`config.mk`:
```
export PLATFORM = sky130hd
export DESIGN_NAME = ifm_buf_read_ctrl_flat
export DESIGN_NICKNAME = d
export VERILOG_FILES = /design/src/rtl/ifm_buf_read_ctrl_pkg.sv /design/src/rtl/ifm_buf_read_ctrl_if.sv /design/src/rtl/ifm_buf_read_ctrl_skid2.sv /design/src/rtl/ifm_buf_read_ctrl.sv /design/src/flat_wrapper.sv
export SDC_FILE = /design/constraint.sdc
export NUM_CORES = 1
export LEC_CHECK = 0
export BUFFER_PORTS_ARGS = -buffer_cell sky130_fd_sc_hd__buf_2
export CAP_MARGIN = 10
export CORE_UTILIZATION = 55
export DETAILED_ROUTE_END_ITERATION = 10
export PLACE_DENSITY = 0.9
export SLEW_MARGIN = 20
export SYNTH_ARGS = -nofsm -noshare
export SYNTH_HDL_FRONTEND = slang
export SYNTH_SLANG_ARGS = --single-unit
```
`constraint.sdc`:
```
create_clock -name clk -period 9.15 [get_ports clk]
set_input_delay 1.83 -clock clk [delete_from_list [all_inputs] [get_ports clk]]
set_output_delay 1.83 -clock clk [all_outputs]
set_load 0.03 [all_outputs]
```
`src/rtl/ifm_buf_read_ctrl_pkg.sv`:
```
// ifm_buf_read_ctrl_pkg
// Shared definitions for the IFM ping-pong buffer read controller.
//   - lane geometry of the 64-bit buffer word (8 lanes x 8 bit)
//   - layout of the skid payload (data plus sol/eol/last tags)
//   - read FSM state encoding
//   - helper to pack one beat into the skid payload
package ifm_buf_read_ctrl_pkg;

    localparam int IFM_LANES     = 8;
    localparam int IFM_LANE_W    = 8;
    localparam int IFM_DATA_W    = IFM_LANES * IFM_LANE_W;
    localparam int IFM_TAG_W     = 3;
    localparam int IFM_PAYLOAD_W = IFM_DATA_W + IFM_TAG_W;

    typedef enum logic [1:0] {
        ST_IDLE  = 2'd0,
        ST_READ  = 2'd1,
        ST_DRAIN = 2'd2
    } rd_state_t;

    // Payload layout: {data, sol, eol, last}, last in bit 0.
    function automatic logic [IFM_PAYLOAD_W-1:0] pack_beat(
        input logic [IFM_DATA_W-1:0] data,
        input logic                  sol,
        input logic                  eol,
        input logic                  last
    );
        return {data, sol, eol, last};
    endfunction

endpackage

```
`src/rtl/ifm_buf_read_ctrl_if.sv`:
```
// ifm_buf_read_ctrl_if
// Ready/valid beat stream from the IFM read controller to the
// line-buffer / PE array.
//   m_data  : 64-bit beat, lane k in [8k+7:8k]
//   m_valid : beat valid
//   m_ready : downstream accept
//   m_sol   : beat is column 0
//   m_eol   : beat is column W-1
//   m_last  : final beat of the tile
// master = read controller, slave = consumer.
interface ifm_buf_read_ctrl_if;
    import ifm_buf_read_ctrl_pkg::*;

    logic [IFM_DATA_W-1:0] m_data;
    logic                  m_valid;
    logic                  m_ready;
    logic                  m_sol;
    logic                  m_eol;
    logic                  m_last;

    modport master (
        output m_data, m_valid, m_sol, m_eol, m_last,
        input  m_ready
    );

    modport slave (
        input  m_data, m_valid, m_sol, m_eol, m_last,
        output m_ready
    );

endinterface

```
`src/rtl/ifm_buf_read_ctrl_skid2.sv`:
```
// ifm_rd_skid2
// Two-entry FIFO that catches buffer read data (one cycle after the
// address) together with its tags, so the address issue stage can keep
// running while the consumer stalls.
// Ports:
//   clk, rst_n : clock, asynchronous active-low reset
//   push       : write push_data this cycle (caller guarantees room)
//   push_data  : payload to store
//   pop        : remove head this cycle (caller guarantees non-empty)
//   head       : oldest stored payload
//   count      : number of stored entries (0..2)
module ifm_rd_skid2 #(
    parameter int WIDTH = 67
) (
    input  logic             clk,
    input  logic             rst_n,
    input  logic             push,
    input  logic [WIDTH-1:0] push_data,
    input  logic             pop,
    output logic [WIDTH-1:0] head,
    output logic [1:0]       count
);

    logic [WIDTH-1:0] entry0;
    logic [WIDTH-1:0] entry1;
    logic             wr_ptr;
    logic             rd_ptr;

    always_ff @(posedge clk or negedge rst_n) begin
        if (!rst_n) begin
            entry0 <= '0;
            entry1 <= '0;
            wr_ptr <= 1'b0;
            rd_ptr <= 1'b0;
            count  <= 2'd0;
        end else begin
            if (push) begin
                if (wr_ptr) begin
                    entry1 <= push_data;
                end else begin
                    entry0 <= push_data;
                end
                wr_ptr <= ~wr_ptr;
            end
            if (pop) begin
                rd_ptr <= ~rd_ptr;
            end
            case ({push, pop})
                2'b10:   count <= count + 2'd1;
                2'b01:   count <= count - 2'd1;
                default: count <= count;
            endcase
        end
    end

    assign head = rd_ptr ? entry1 : entry0;

endmodule

```
`src/rtl/ifm_buf_read_ctrl.sv`:
```
// ifm_buf_read_ctrl
// Read-side controller for the ping-pong IFM buffer. It owns the bank
// select, swaps banks when the writer has filled one and the reader is
// free, sweeps a W x H x G tile out of the readable bank (~buf_sel) and
// returns the data as a tagged ready/valid stream.
// Ports:
//   clk, rst_n        : clock, asynchronous active-low reset
//   cfg_width/height  : tile columns W / rows H (latched at swap)
//   cfg_groups        : channel groups G (latched at swap)
//   fill_done         : writer finished bank buf_sel (1-cycle pulse)
//   wr_bank_free      : writer may fill bank buf_sel
//   buf_sel           : write bank select; reader uses ~buf_sel
//   bram_addr_read    : per-bank read address (registered)
//   ram_dout          : read data, valid the cycle after the address
//   m_if              : beat stream (data, valid/ready, sol/eol/last)
//   frame_done        : pulse once the whole tile has been delivered
//   busy              : reader not idle
//   ovf_err           : sticky, a fill_done arrived while one was pending
module ifm_buf_read_ctrl
    import ifm_buf_read_ctrl_pkg::*;
#(
    parameter int ADDR_BIT = 15,
    parameter int W_BIT    = 8,
    parameter int G_BIT    = 2
) (
    input  logic                   clk,
    input  logic                   rst_n,
    input  logic [W_BIT-1:0]       cfg_width,
    input  logic [W_BIT-1:0]       cfg_height,
    input  logic [G_BIT-1:0]       cfg_groups,
    input  logic                   fill_done,
    output logic                   wr_bank_free,
    output logic                   buf_sel,
    output logic [ADDR_BIT-2:0]    bram_addr_read,
    input  logic [IFM_DATA_W-1:0]  ram_dout,
    ifm_buf_read_ctrl_if.master    m_if,
    output logic                   frame_done,
    output logic                   busy,
    output logic                   ovf_err
);

    localparam int AW = ADDR_BIT - 1;

    rd_state_t state;
    rd_state_t state_next;

    logic              fill_pend;
    logic [W_BIT-1:0]  w_q;
    logic [W_BIT-1:0]  h_q;
    logic [G_BIT-1:0]  g_q;
    logic [W_BIT-1:0]  col;
    logic [W_BIT-1:0]  row;
    logic [G_BIT-1:0]  grp;

    logic              inflight;
    logic              inflight_sol;
    logic              inflight_eol;
    logic              inflight_last;

    logic              swap;
    logic              issue;
    logic              cfg_zero;
    logic              col_max;
    logic              row_max;
    logic              grp_max;
    logic              is_last;
    logic              issue_ok;
    logic              pop;
    logic              skid_valid;
    logic [1:0]        skid_count;
    logic [2:0]        occ_sum;
    logic [IFM_PAYLOAD_W-1:0] push_data;
    logic [IFM_PAYLOAD_W-1:0] head;

    assign wr_bank_free = ~fill_pend;

    // A zero dimension still swaps but produces no beats; the FSM then
    // goes straight to DRAIN so frame_done follows on the next cycle.
    assign cfg_zero = (cfg_width == '0) || (cfg_height == '0) || (cfg_groups == '0);

    assign col_max = (col == w_q - W_BIT'(1));
    assign row_max = (row == h_q - W_BIT'(1));
    assign grp_max = (grp == g_q - G_BIT'(1));
    assign is_last = col_max && row_max && grp_max;

    assign skid_valid = (skid_count != 2'd0);
    assign pop        = skid_valid && m_if.m_ready;

    // The skid has two slots; a new address is only issued when the data
    // it returns next cycle is guaranteed a slot.
    assign occ_sum  = {1'b0, skid_count} + {2'b00, inflight} - {2'b00, pop};
    assign issue_ok = (occ_sum <= 3'd1);

    // Next-state and per-cycle strobes.
    always_comb begin
        state_next = state;
        swap       = 1'b0;
        issue      = 1'b0;
        frame_done = 1'b0;
        case (state)
            ST_IDLE: begin
                if (fill_pend) begin
                    swap       = 1'b1;
                    state_next = cfg_zero ? ST_DRAIN : ST_READ;
                end
            end
            ST_READ: begin
                if (issue_ok) begin
                    issue = 1'b1;
                    if (is_last) begin
                        state_next = ST_DRAIN;
                    end
                end
            end
            ST_DRAIN: begin
                if (!inflight && !skid_valid) begin
                    frame_done = 1'b1;
                    if (fill_pend) begin
                        swap       = 1'b1;
                        state_next = cfg_zero ? ST_DRAIN : ST_READ;
                    end else begin
                        state_next = ST_IDLE;
                    end
                end
            end
            default: begin
                state_next = ST_IDLE;
            end
        endcase
    end

    // State register; busy is a registered copy of (state != IDLE).
    always_ff @(posedge clk or negedge rst_n) begin
        if (!rst_n) begin
            state <= ST_IDLE;
            busy  <= 1'b0;
        end else begin
            state <= state_next;
            busy  <= (state_next != ST_IDLE);
        end
    end

    // Pending-fill flag and overflow. The flag is still set during the swap
    // cycle, so a fill_done landing there is dropped and flagged too.
    always_ff @(posedge clk or negedge rst_n) begin
        if (!rst_n) begin
            fill_pend <= 1'b0;
            ovf_err   <= 1'b0;
        end else begin
            if (fill_done && fill_pend) begin
                ovf_err <= 1'b1;
            end
            if (swap) begin
                fill_pend <= 1'b0;
            end else if (fill_done) begin
                fill_pend <= 1'b1;
            end
        end
    end

    // Bank select and tile geometry latched at each swap.
    always_ff @(posedge clk or negedge rst_n) begin
        if (!rst_n) begin
            buf_sel <= 1'b0;
            w_q     <= '0;
            h_q     <= '0;
            g_q     <= '0;
        end else if (swap) begin
            buf_sel <= ~buf_sel;
            w_q     <= cfg_width;
            h_q     <= cfg_height;
            g_q     <= cfg_groups;
        end
    end

    // Sweep counters and linear read address. The address register is the
    // address presented this cycle; it advances only when it is issued.
    always_ff @(posedge clk or negedge rst_n) begin
        if (!rst_n) begin
            col            <= '0;
            row            <= '0;
            grp            <= '0;
            bram_addr_read <= '0;
        end else if (swap) begin
            col            <= '0;
            row            <= '0;
            grp            <= '0;
            bram_addr_read <= '0;
        end else if (issue) begin
            bram_addr_read <= bram_addr_read + AW'(1);
            if (col_max) begin
                col <= '0;
                if (row_max) begin
                    row <= '0;
                    grp <= grp + G_BIT'(1);
                end else begin
                    row <= row + W_BIT'(1);
                end
            end else begin
                col <= col + W_BIT'(1);
            end
        end
    end

    // Tags follow their address through the one-cycle RAM latency.
    always_ff @(posedge clk or negedge rst_n) begin
        if (!rst_n) begin
            inflight      <= 1'b0;
            inflight_sol  <= 1'b0;
            inflight_eol  <= 1'b0;
            inflight_last <= 1'b0;
        end else begin
            inflight <= issue;
            if (issue) begin
                inflight_sol  <= (col == '0);
                inflight_eol  <= col_max;
                inflight_last <= is_last;
            end
        end
    end

    assign push_data = pack_beat(ram_dout, inflight_sol, inflight_eol, inflight_last);

    ifm_rd_skid2 #(
        .WIDTH (IFM_PAYLOAD_W)
    ) u_skid (
        .clk       (clk),
        .rst_n     (rst_n),
        .push      (inflight),
        .push_data (push_data),
        .pop       (pop),
        .head      (head),
        .count     (skid_count)
    );

    assign m_if.m_valid = skid_valid;
    assign m_if.m_data  = head[IFM_PAYLOAD_W-1:IFM_TAG_W];
    assign m_if.m_sol   = head[2];
    assign m_if.m_eol   = head[1];
    assign m_if.m_last  = head[0];

endmodule

```
`src/flat_wrapper.sv`:
```
// flat-port wrapper written by rule: the top's interface ports become plain ports
module ifm_buf_read_ctrl_flat import ifm_buf_read_ctrl_pkg::*;
#(
    parameter int ADDR_BIT = 15,
    parameter int W_BIT    = 8,
    parameter int G_BIT    = 2
)
  (clk, rst_n, cfg_width, cfg_height, cfg_groups, fill_done, wr_bank_free, buf_sel, bram_addr_read, ram_dout, frame_done, busy, ovf_err, m_if_m_data, m_if_m_valid, m_if_m_sol, m_if_m_eol, m_if_m_last, m_if_m_ready);
  ifm_buf_read_ctrl_if m_if_i ();
  input  logic clk;
  input  logic rst_n;
  input  logic [W_BIT-1:0] cfg_width;
  input  logic [W_BIT-1:0] cfg_height;
  input  logic [G_BIT-1:0] cfg_groups;
  input  logic fill_done;
  output logic wr_bank_free;
  output logic buf_sel;
  output logic [ADDR_BIT-2:0] bram_addr_read;
  input  logic [IFM_DATA_W-1:0] ram_dout;
  output logic frame_done;
  output logic busy;
  output logic ovf_err;
  output wire logic [$bits(m_if_i.m_data)-1:0] m_if_m_data;
  output wire logic [$bits(m_if_i.m_valid)-1:0] m_if_m_valid;
  output wire logic [$bits(m_if_i.m_sol)-1:0] m_if_m_sol;
  output wire logic [$bits(m_if_i.m_eol)-1:0] m_if_m_eol;
  output wire logic [$bits(m_if_i.m_last)-1:0] m_if_m_last;
  input wire logic [$bits(m_if_i.m_ready)-1:0] m_if_m_ready;
  assign m_if_m_data = m_if_i.m_data;
  assign m_if_m_valid = m_if_i.m_valid;
  assign m_if_m_sol = m_if_i.m_sol;
  assign m_if_m_eol = m_if_i.m_eol;
  assign m_if_m_last = m_if_i.m_last;
  assign m_if_i.m_ready = m_if_m_ready;
  ifm_buf_read_ctrl #(.ADDR_BIT(ADDR_BIT), .W_BIT(W_BIT), .G_BIT(G_BIT)) u_core (.clk(clk), .rst_n(rst_n), .cfg_width(cfg_width), .cfg_height(cfg_height), .cfg_groups(cfg_groups), .fill_done(fill_done), .wr_bank_free(wr_bank_free), .buf_sel(buf_sel), .bram_addr_read(bram_addr_read), .ram_dout(ram_dout), .m_if(m_if_i), .frame_done(frame_done), .busy(busy), .ovf_err(ovf_err));
endmodule
```
== Word level (Yosys, flattened, before mapping) ==
Index checks and enable logic that the tools add are counted.

* Bits in registers: 198

* Add/sub/neg operators: 11
* $lt $le $gt $ge: 1
* Eq/ne operators: 7
* Mux-type cells: 31
* Bitwise operators: 4
* Reductions and logical operators: 25

{| class="wikitable"
|+ Operators with widths
! operator !! count
|-
| 67-bit 2-to-1 mux || 1
|-
| 8-bit 2-to-1 mux || 7
|-
| 14-bit 2-to-1 mux || 2
|-
| 8-bit zero test || 3
|-
| 2-bit 2-to-1 mux || 10
|-
| 8-bit by 1-bit adder with 8-bit output, second input constant || 2
|-
| 8-bit equality test || 2
|-
| 8-bit by 1-bit subtractor with 8-bit output, second input constant || 2
|-
| 14-bit by 1-bit adder with 14-bit output, second input constant || 1
|-
| 2-bit nonzero test || 7
|-
| 1-bit 2-to-1 mux || 8
|-
| 2-bit case mux with 3 select lines || 1
|-
| 2-bit AND reduction || 3
|-
| 1-bit logical AND || 5
|-
| 2-bit by 1-bit adder with 2-bit output, second input constant || 2
|-
| 2-bit by 1-bit equality test with 1-bit output, second input constant || 2
|-
| 2-bit equality test, second input constant || 2
|-
| 2-bit zero test || 2
|-
| 1-bit inverter || 4
|-
| 2-bit case mux with 2 select lines || 1
|-
| 2-bit by 1-bit subtractor with 2-bit output, second input constant || 2
|-
| 2-bit by 1-bit adder with 3-bit output || 1
|-
| 3-bit by 1-bit less-or-equal comparator with 1-bit output, second input constant || 1
|-
| 3-bit AND reduction || 1
|-
| 5 further kinds || 7
|}

== Longest topological paths before layout ==
Gate-level depths: netlist of run 1.

* Word-level depth: 8
* Depth in mapped cells: 13
* Mapped depth without buffers: 13

== Hierarchy ==
A second synthesis of run 1 with hierarchy kept.

* Cell total of the unflattened synthesis: 742
* Area total of the unflattened synthesis: 9384.0 µm²

{| class="wikitable"
|+ By module, submodules not included
! module !! times used !! cells each !! area an instance (µm²) !! seq. area each (µm²)
|-
| ifm_rd_skid2 || 1 || 371 || 6082.1 || 3453.3
|-
| ifm_buf_read_ctrl || 1 || 371 || 3301.9 || 1501.4
|}

== Least setup slack after synthesis of run 1 ==
No wires, ideal clock.

* Kind: input to register
* Start point: input port m_if_m_ready
* End point: register u_core.bram_addr_read[11]
* Data arrival time: 4077 ps
* Required time: 9018 ps
* Slack: 4941 ps
* Stages on the path: 12
* Cell sequence: and2_1 ha_1 inv_1 ha_1 inv_1 fa_1 xnor2_1 nand4_1 nor4_1 nand3_1 xor2_1 nor2_1

* Longest elaborated chain between the ends: 6

{| class="wikitable"
|+ RTL lines
! what !! RTL line !! source
|-
| from (decl) || flat_wrapper.sv:28 || <nowiki>input wire logic [$bits(m_if_i.m_ready)-1:0] m_if_m_ready;</nowiki>
|-
| 1-bit logical AND || ifm_buf_read_ctrl.sv:87 || <nowiki>assign pop = skid_valid && m_if.m_ready;</nowiki>
|-
| 3-bit by 1-bit subtractor with 3-bit output || ifm_buf_read_ctrl.sv:91 || <nowiki>assign occ_sum = {1'b0, skid_count} + {2'b00, inflight} - {2'b00, pop};</nowiki>
|-
| 3-bit by 1-bit less-or-equal comparator with 1-bit output || ifm_buf_read_ctrl.sv:92 || <nowiki>assign issue_ok = (occ_sum <= 3'd1);</nowiki>
|-
| 1-bit 2-to-1 mux || ifm_buf_read_ctrl.sv:108 || <nowiki>if (issue_ok) begin</nowiki>
|-
| 1-bit 2-to-1 mux || ifm_buf_read_ctrl.sv:100 || <nowiki>case (state)</nowiki>
|-
| 2-bit nonzero test (no line) || - ||
|-
| to (signal assigned) || ifm_buf_read_ctrl.sv:190 || <nowiki>bram_addr_read <= bram_addr_read + AW'(1);</nowiki>
|-
| to (decl) || ifm_buf_read_ctrl.sv:34 || <nowiki>output logic [ADDR_BIT-2:0] bram_addr_read,</nowiki>
|}

Every way passes these cells.
A chain may end at the register's enable or synchronous reset.

== Final worst setup path of run 1 ==
* Start point: input port m_if_m_ready
* End point: register u_core.row[5]

* Longest elaborated chain between the ends: 7

{| class="wikitable"
|+ RTL lines
! what !! RTL line !! source
|-
| 1-bit logical AND || ifm_buf_read_ctrl.sv:87 ||
|-
| named net u_core.pop || ifm_buf_read_ctrl.sv:68 || <nowiki>logic pop;</nowiki>
|-
| 3-bit by 1-bit subtractor with 3-bit output || ifm_buf_read_ctrl.sv:91 ||
|-
| 3-bit by 1-bit less-or-equal comparator with 1-bit output || ifm_buf_read_ctrl.sv:92 ||
|-
| 1-bit 2-to-1 mux || ifm_buf_read_ctrl.sv:108 ||
|-
| 1-bit 2-to-1 mux || ifm_buf_read_ctrl.sv:100 ||
|-
| 2-bit nonzero test (no line) || - ||
|-
| 2-bit AND reduction (no line) || - ||
|-
| to (signal assigned) || ifm_buf_read_ctrl.sv:197 || <nowiki>row <= row + W_BIT'(1);</nowiki>
|-
| to (decl) || ifm_buf_read_ctrl.sv:52 || <nowiki>logic [W_BIT-1:0] row;</nowiki>
|}

The timed path passes the listed nets, and every way through them passes these cells.

==> results.txt, run 1 <==
The tools report the total overflow reported by the global router as 0. After floorplanning, the core was sized to cover 16,500 um2. The worst setup path is launched from an input pin.

Sum of negative setup slack: 0 ps. The type of the setup path with the least slack is in2reg. Before antenna repair, the detailed router went through 4 iterations. At the worst endpoint, the required time is 9490 ps. After clock tree synthesis, the flow added hold-fix buffers numbering 0. The maximum number of buffers from clock root to sink is 2, and the worst hold-check slack is 470 ps.

The delay of the slowest cell on the worst path was 750 ps; the wire length of the first global-routing pass was 30.7 mm. Synthesis produced 741 cells. The number of antenna diodes in the final layout is 0.

Counting flops with a built-in enable in the synthesized netlist gives 0. The total half-perimeter wirelength after legalization and detailed placement is 12.9 mm, and the number of global-route vias before repair is 6,368. For the worst-skew pair, the clock arrives at the later sink with an insertion delay of 430 ps.

The run finished with clean final reports. In the layout the commonest cells are mux2_2 (201), dfrtp_1 (197), buf_2 (171), nand2_1 (77), nor2_1 (27). The I/O pin count was 173.

The path class of the lowest-slack min-delay path was reg2reg. The run gives 18.9 mm as the total detailed-routing wirelength. The final-report hold violation count is 0. In this run the tool buffered the top-level ports with 172 buffer cells. For the clock skew, the log shows 11.2 ps. The critical path goes through buf_2 -> and2_1 -> ha_1 -> inv_1 -> ha_1 -> inv_1 -> fa_1 -> xnor2_1 -> nand3_1 -> nor4_4 -> nand2b_4 -> o41ai_2.

The completed layout was analyzed and its total power is 3.96 mW. The logs give 4040 ps for the worst setup timing slack at the placement stage and 0.226 mV for the maximum resistive drop on vdd. The number of register bits inferred by synthesis was 198; the number of instances resized during post-cts repair was 0. The summed instance area of the synthesized netlist is 9280 um2. The global placer's final weighted congestion came out at 0.831. The tools report the number of pins exceeding their max-slew limit in the final report as 0. The tools report the portion of the post-synthesis area used by sequential elements as 0.534. Clock-pin slew was measured on the worst setup and hold paths at 80 ps. The slowest stage of the critical path is the nor4_4 cell. The all-layer global routing usage was 0.222; the initial antenna violation count was 0. The number of H-tree branching levels was 4. TritonCTS built the clock tree. Synthesis instantiated 58 different standard cells from the library. After detailed routing, the number of remaining DRC violations is 0. The share of layout cells above drive strength 1 works out to 0.473. The total nets after synthesis was 837; the number of placed instances with taps included was 1,102. The worst-case setup margin in the final layout is 4440 ps. The critical path data arrival time is 5050 ps.

The final number of setup-violating endpoints was 0; the count of vias placed by the detailed router was 6,264. In the synthesized netlist the dominant register cell turns out to be dfrtp_1. Most common library cell in the layout ignoring fill and taps: mux2_2. The first routing iteration left 352 violations. Post-route fraction of the period consumed by the critical path: 0.515.

The fraction of registers with async set/reset was 1.00. The transition time of the tightest slew-check pin is 1050 ps. The highest attainable clock frequency came out at 212 MHz.

The average instance in the mapped netlist occupies 12.5 um2. The tools report the type of destination of the critical path as a flop. Once detail routing completed, the nets flagged for antenna violations numbered 0. The count of maximum capacitance violations was 0; the number of CTS-inserted buffers was 17. Measured along the x axis, the die boundary spans 132 um. The logs give 112 for the largest net degree at the start of global routing and 0 for the warning count from the yosys run. The final critical-path required period came out at 4710 ps. For this run, the number of standard cells in the final layout without fillers is 1,134. The clock net in this run drives a total of 198 sinks. Of all nets on the critical path, the largest fanout is 14. From synthesis to final layout, the design area changed by 17.8%.

At the end of the flow, the number of nets in the layout was 997. Setup repair after global routing left no endpoint under its margin. After detailed routing, the number of vias per cell comes to 5.52. The floorplan step defined a die boundary enclosing 17,400 um2. For this design the static power due to leakage is 5.05 nW. Final routed wire length divided by cell count: 16.7 um. After clock tree synthesis, the setup repair step added 0 buffers. Effective utilization at floorplan: 0.561. Clock tree root driver cell: clkbuf_16. Setup slack on the worst reg-to-reg path comes out at 5080 ps.

The floorplan has 47 rows. The worst slew slack as a fraction of its limit was 0.301. The power per cell area was 362 nW/um2. In this run the vertical extent of the chip is 132 um.
-- synth_stat cells, drive strengths merged (2+ instances only) --
cell,count,area (um2)
a21o,5,37.5
nand4,2,12.5
dfrtp,198,4950
xnor2,20,175
nand2,78,293
o211ai,3,22.5
or2b,2,16.3
o22ai,4,25.0
and3,8,50.1
inv,14,52.6
nor4,7,65.1
nand3b,3,22.5
o21ai,12,60.1
ha,9,113
nor3,10,55.1
nor2,28,105
nor4b,3,26.3
a21oi,9,45.0
nand3,21,105
a22o,2,17.5
nand2b,4,32.5
or4,3,26.3
or3,5,36.3
o41ai,4,65.1
clkbuf,25,104
buf,11,57.6
o22a,6,55.1
xor2,20,175
or2,3,18.8
nor2b,2,12.5
mux2,201,2260
o31ai,5,42.5
-- area by class of cell --
| type | instances | area [um2] |
|---|---|---|
| Fill cell | 1202 | 5600 |
| Sequential cell | 198 | 4960 |
| Multi-Input combinational cell | 493 | 4120 |
| Timing Repair Buffer | 177 | 911 |
| Clock buffer | 17 | 425 |
| Tap cell | 220 | 275 |
| Clock inverter | 15 | 183 |
| Inverter | 14 | 52.6 |
-- cell families (layout without fill, tap and decap cells) --
group                      Yosys count  count (layout)  share of synthesized area
DFF                                198             198                      0.534
and+or+nand+nor                    183             183                     0.0981
muxes                              202             202                      0.245
adders and majority gates           10              10                     0.0143
AOI/OAI and AO/OA                   58              58                     0.0476
xor gates and xnor gates            40              40                     0.0378
buffers and inverters               50             223                     0.0231
-- layer usage --
metal,track usage,routed length (um),vias up
li1,-,-,2939
met1,0.274,8010,3128
met2,0.388,9730,166
met3,0.0438,838,31
met4,0.0814,357,0
met5,0,0,-
-- report_power, final --
group          internal (mW)  switching (mW)  leakage, nW
logic                  0.774            1.02         2.46
clock network          0.371           0.372        0.291
registers               1.21           0.217         2.29
total                   2.35            1.61         5.05
-- critical path, delay by kind of cell --
family | cells | cell delay [ps]
AND/OR/NAND/NOR | 4 | 1590
buffers and inverters | 3 | 240
XOR/XNOR | 1 | 250
AO/OA/AOI/OAI | 1 | 310
adder cells (fa/ha/maj) | 3 | 830
-- flip-flops by register name, summed over array words and instances (netlist names), 8 cells and up --
register	cells
u_core.bram_addr_read	14
u_core.col	8
u_core.h_q	8
u_core.row	8
u_core.u_skid.entry0	67
u_core.u_skid.entry1	67
u_core.w_q	8
-- path summary, 6_finish.rpt --
kind | start | end | depth (start not counted)
max | m_if_m_ready | u_core.row[5]$_DFFE_PN0P_ | 12
min | u_core.ovf_err$_DFFE_PN0P_ | u_core.ovf_err$_DFFE_PN0P_ | 1
max reg2reg | u_core.u_skid.count[1]$_DFFE_PN0N_ | u_core.row[5]$_DFFE_PN0P_ | 12
min reg2reg | u_core.ovf_err$_DFFE_PN0P_ | u_core.ovf_err$_DFFE_PN0P_ | 1
max in group asynchronous | rst_n | u_core.u_skid.entry0[63]$_DFFE_PN0P_ | 2
min in group asynchronous | rst_n | u_core.u_skid.entry1[14]$_DFFE_PN0P_ | 1
-- per-stage QoR --
| stage | utilization | cell area, um2 |
|---|---|---|
| 3_3_place_gp | 0.624 | 10300 |
| 4_1_cts | 0.661 | 10900 |
| 2_1_floorplan | - | 9280 |
| 6_report | 0.661 | 10900 |
| 3_5_place_dp | 0.624 | 10300 |
| 5_1_grt | 0.661 | 10900 |
Power figures use the tool's default switching activity.
==> run 2, diff against run 1 <==
ABC_AREA = 1   (was unset)
clock period = 4.4 ns   (was 9.15 ns; I/O delays follow)
==> run 2 against run 1 <==
Compared with the run above: synthesized area grew 0.97%; design area grew 0.89%; count of clock-buffer cells in the layout grew 3; non-clock buffer count grew 2; clock power grew 130%; highest routed layer unchanged; largest power group unchanged; combinational power grew 130%.
==> results.txt, run 2 <==
Setup repair after global routing left no endpoint under its margin. STA classifies the critical path startpoint as a flop. The power per cell area works out to 802 nW/um2 (+120%). The synthesized-area fraction occupied by xor and xnor cells is 0.0262 (-0.0116). The buffers plus inverters on the worst setup path works out to 5 (+2). The post-route fraction of the period consumed by the critical path came out at 0.736.

The logs give 0.348 (+0.0470) for the worst slew slack as a fraction of its limit and 36.4 mm (+19%) for the wire length of the first global-routing pass. The run gives 0 (unchanged) as the total overflow reported by the global router. The logs give 17,600 um2 (+0.96%) for the full die area and 0 (unchanged) for the warning count from the yosys run. The number of CTS-inserted buffers was 17 (unchanged). Type of destination of the critical path: a flop.

Multiplexer share of the synthesized area: 0 (-0.245). Average cell area after synthesis: 7.88 um2 (-37%). By area, the combinational part of the netlist is dominated by simple AND/OR/NAND/NOR gates. Traced cell by cell, the critical path runs through inv_1 -> nand2_1 -> nand2_1 -> inv_1 -> ha_1 -> inv_1 -> ha_1 -> inv_1 -> fa_1 -> nand3_1 -> nor2_2 -> buf_4 -> nand4_1 -> nor3_2 -> nand2_1 -> xor2_1 -> nor2_1. The total detailed-routing wirelength came out at 21.8 mm (+15%). Dominant register cell in the synthesized netlist: dfrtp_1. The share of layout cells above drive strength 1 was 0.177 (-0.296).

The type of the setup path with the least slack was reg2reg. The first-pass iteration count of the detailed router was 5 (+1); the maximum number of buffers from clock root to sink was 2 (unchanged). The power share of the sequential group is 0.349 (-0.011), and the CTS sink count is 198 (unchanged). For the initial antenna violation count, the log shows 0 (unchanged). The total half-perimeter wirelength after legalization and detailed placement was 14.4 mm (+11%); the final number of setup-violating endpoints was 0 (unchanged). Counting I/O delays and the setup requirement, the final critical path takes 3240 ps.

Number of H-tree branching levels: 4 (unchanged). The number of register bits inferred by synthesis works out to 198 (unchanged). The total of buffers placed on input and output ports is 172 (unchanged), and the number of placed instances with taps included is 1,536 (+39%). Among all stages on the critical path, the largest delay is contributed by fa_1. The I/O pin count was 173 (unchanged). Delay of the slowest cell on the worst path: 480 ps (-270 ps). TritonCTS built the clock tree. In this design, the critical path's most frequently occurring cell is inv_1. The number of standard cells in the final layout excluding fillers is 1,568 (+38%). The flow ran to the end, and the final reports show no timing, DRC or antenna violations.

For the largest net degree at the start of global routing, the log shows 115 (+2.7%). For the post-CTS setup buffer count, the log shows 0 (unchanged). The sum of negative setup slack came out at 0 ps (unchanged). For the maximum resistive drop on vdd, the log shows 0.354 mV (+57%).

The final routed DRC violation total is 0 (unchanged), and the number of pins exceeding their max-slew limit in the final report is 0 (unchanged). On the critical path the largest part of the delay comes from simple AND/OR/NAND/NOR gates. Post-synthesis compound-gate area fraction: 0.105 (+0.0578). The most area-hungry cell type in the Yosys netlist is dfrtp_1. The tools report the portion of total power attributed to combinational logic as 0.460 (+0.008). The run gives 0 (unchanged) as the number of buffers inserted for hold repair after clock tree synthesis. Counting instances in the post-synthesis netlist gives the leading cell types as nand2_1 (458), dfrtp_1 (198), o21ai_0 (163).

The logs give 0 (unchanged) for the final-report hold violation count and 430 ps (about the same) for the insertion delay to the later sink of the worst-skew pair. The logs give 10.6 ps (-0.587 ps) for the clock skew and 0.565 (+0.00344) for the effective utilization at floorplan. The worst hold path belongs to the class in2async. The number of rows created at floorplan was 47 (unchanged); the die outline width was 133 um (+0.48%). The total number of nets in the final design was 1,431 (+44%). The final routed wire length divided by cell count works out to 13.9 um (-17%). Portion of synthesized cell area occupied by the leading cell type: 0.529 (-0.00514).

The library cell used most frequently in the layout, excluding fill and tap cells, is nand2_1. Adder and majority gate portion of the synthesized area: 0.0142 (-0.000138). The count of mapped cells out of synthesis is 1,188 (+60%). For the count of vias placed by the detailed router, the log shows 8,099 (+29%). The relative contribution of the clock network to total power is 0.192 (+0.004), and the register clock-pin slew on the reported worst setup and hold paths is 70 ps (about the same).

Based on the critical path, the design can be clocked at up to 309 MHz. Among all cell types in the netlist, the one instantiated most often is nand2_1. The height of the chip works out to 133 um (+0.48%). The area taken by flip-flops and latches is 4960 um2 (unchanged), and the summed instance area of the synthesized netlist is 9370 um2 (+0.97%).

The cell sitting at the root of the clock tree is a clkbuf_16. The fraction of registers with async set/reset was 1.00 (unchanged); the transition time of the tightest slew-check pin was 978 ps (-70.5 ps). Internal power contribution: 4.80 mW (+100%). Yosys attributes the largest share of cell area to dfrtp_1 (53%), nand2_1 (18%), o21ai_0 (8.7%). The total nets after synthesis is 1,284 (+53%). The worst endpoint required time is 4710 ps (-4780 ps), and the total leakage power is 6.04 nW (+20%). The logs give 0 (unchanged) for the number of instances resized during post-cts repair and 16,600 um2 (+0.36%) for the area inside the core boundary. The library cells used most frequently in the layout, excluding fill and tap cells, are nand2_1 (457), dfrtp_1 (197), buf_2 (171), o21ai_0 (163), inv_1 (132). The logs give 3700 um2 (-10%) for the total area of multi-input combinational cells and 0 (unchanged) for the count of maximum capacitance violations.

The run gives 695 (+97%) as the starting DRC count in detailed routing. The switching power came out at 4.03 mW (+150%). The count of flip-flops with a built-in enable after synthesis was 0 (unchanged); the global placer's final weighted congestion was 0.827 (-0.47%).

The number of vias per cell was 5.17 (-6.5%); the area added between synthesis and finish was 17.7% (about the same). The tools report the number of diodes added for antenna fixing as 0 (unchanged). The largest registers in the layout are u_core.u_skid.entry0 x67, u_core.u_skid.entry1 x67, u_core.bram_addr_read x14.

The proportion of total power due to net switching was 0.456 (+0.0508); the portion of the post-synthesis area used by sequential elements was 0.529 (-0.00514). The share of synthesized cell area in and, or, nand and nor gates was 0.248 (+0.150); the number of global-route vias before repair was 7,826 (+23%). The critical path data arrival time was 3540 ps (-1510 ps).

The largest fanout on the critical path came out at 13 (-1). The tools report the number of nets with antenna violations after routing as 0 (unchanged). The run gives 38 (-34%) as the count of different cell masters after synthesis.

The number of inserted filler cells in the final layout was 1,344 (+12%); the all-layer global routing usage was 0.257 (+0.0345).
run 2: cell types whose count changed in the layout (fill, tap and decap cells not counted), sizes merged, moves of 5 or more:
| cell | delta |
|---|---|
| xnor2 | -10 |
| mux2 | -201 |
| or3 | -5 |
| nand4 | +6 |
| inv | +122 |
| nand3 | +13 |
| o21ai | +155 |
| nor2 | +21 |
| clkinv | -5 |
| and3 | -8 |
| o22a | -6 |
| nand2 | +384 |
| a21oi | +5 |
run 2: per-stage QoR:
| stage | cell area [um2] | util | hold WS (ps) | setup slack (ps) | power, mW |
|---|---|---|---|---|---|
| after floorplan | 9370 | - | 442 | 1300 | 5.98 |
| after global placement | 10400 | 0.626 | 436 | 958 | 6.98 |
| after detailed placement | 10400 | 0.626 | 447 | 861 | 7.15 |
| after CTS | 11000 | 0.665 | 465 | 1190 | 8.87 |
| after global routing | 11000 | 0.665 | 479 | 901 | 9.48 |
| final | 11000 | 0.665 | 461 | 1160 | 8.84 |
run 2: worst reg2reg max path: stages (launching register included):
cell and delay, ps:
dfrtp_1 420, inv_1 140, nand2_1 80, nand2_1 90, inv_1 70, ha_1 340
inv_1 80, ha_1 140, inv_1 50, fa_1 480, nand3_1 150, nor2_2 130
buf_4 220, nand4_1 160, nor3_2 250, nand2_1 100, xor2_1 150, nor2_1 50
run 2: routing by layer:
layer,track usage,share of wire
met1,0.338,0.43
met5,0,0
met3,0.0429,0.058
met4,0.0920,0.017
met2,0.430,0.50
run 2: final timing paths:
path / startpoint / end / slack (ps) / cells after the start
worst min-delay path: rst_n / u_core.u_skid.entry0[41]$_DFFE_PN0P_ / 460 / 1
min in group clk: u_core.ovf_err$_DFFE_PN0P_ / u_core.ovf_err$_DFFE_PN0P_ / 460 / 1
worst min register to register: u_core.ovf_err$_DFFE_PN0P_ / u_core.ovf_err$_DFFE_PN0P_ / 460 / 1
max in group asynchronous: rst_n / u_core.w_q[3]$_DFFE_PN0P_ / 2900 / 2
worst max-delay path: u_core.u_skid.count[1]$_DFFE_PN0N_ / u_core.bram_addr_read[9]$_DFFE_PN0P_ / 1160 / 17
worst max register to register: u_core.u_skid.count[1]$_DFFE_PN0N_ / u_core.bram_addr_read[9]$_DFFE_PN0P_ / 1160 / 17
run 2: final cells by class:
cell class	count	share of cell area
multi-input combinational	802	0.336
clock buffer	20	0.0414
sequential	198	0.450
tap	220	0.0250
timing repair buffer	179	0.0848
clock inverter	12	0.0169
inverter	137	0.0466
run 2: power by group through the flow:
stage               Combinational (mW)  Clock [mW]  Sequential [mW]
finish                            4.06        1.69             3.08
global route                      4.52        1.78             3.18
CTS                               4.08        1.72             3.07
detailed placement                4.06           0             3.09
global placement                  3.93           0             3.05
floorplan                         2.97           0             3.01
run 2: logic make-up (layout without fill, tap and decap cells):
| group | count (synthesis) | after routing |
|---|---|---|
| and+or+nand+nor | 574 | 574 |
| buffers and inverters | 188 | 348 |
| adders and majority gates | 10 | 10 |
| AOI/OAI and AO/OA | 190 | 190 |
| xor gates and xnor gates | 28 | 28 |
| DFF | 198 | 198 |
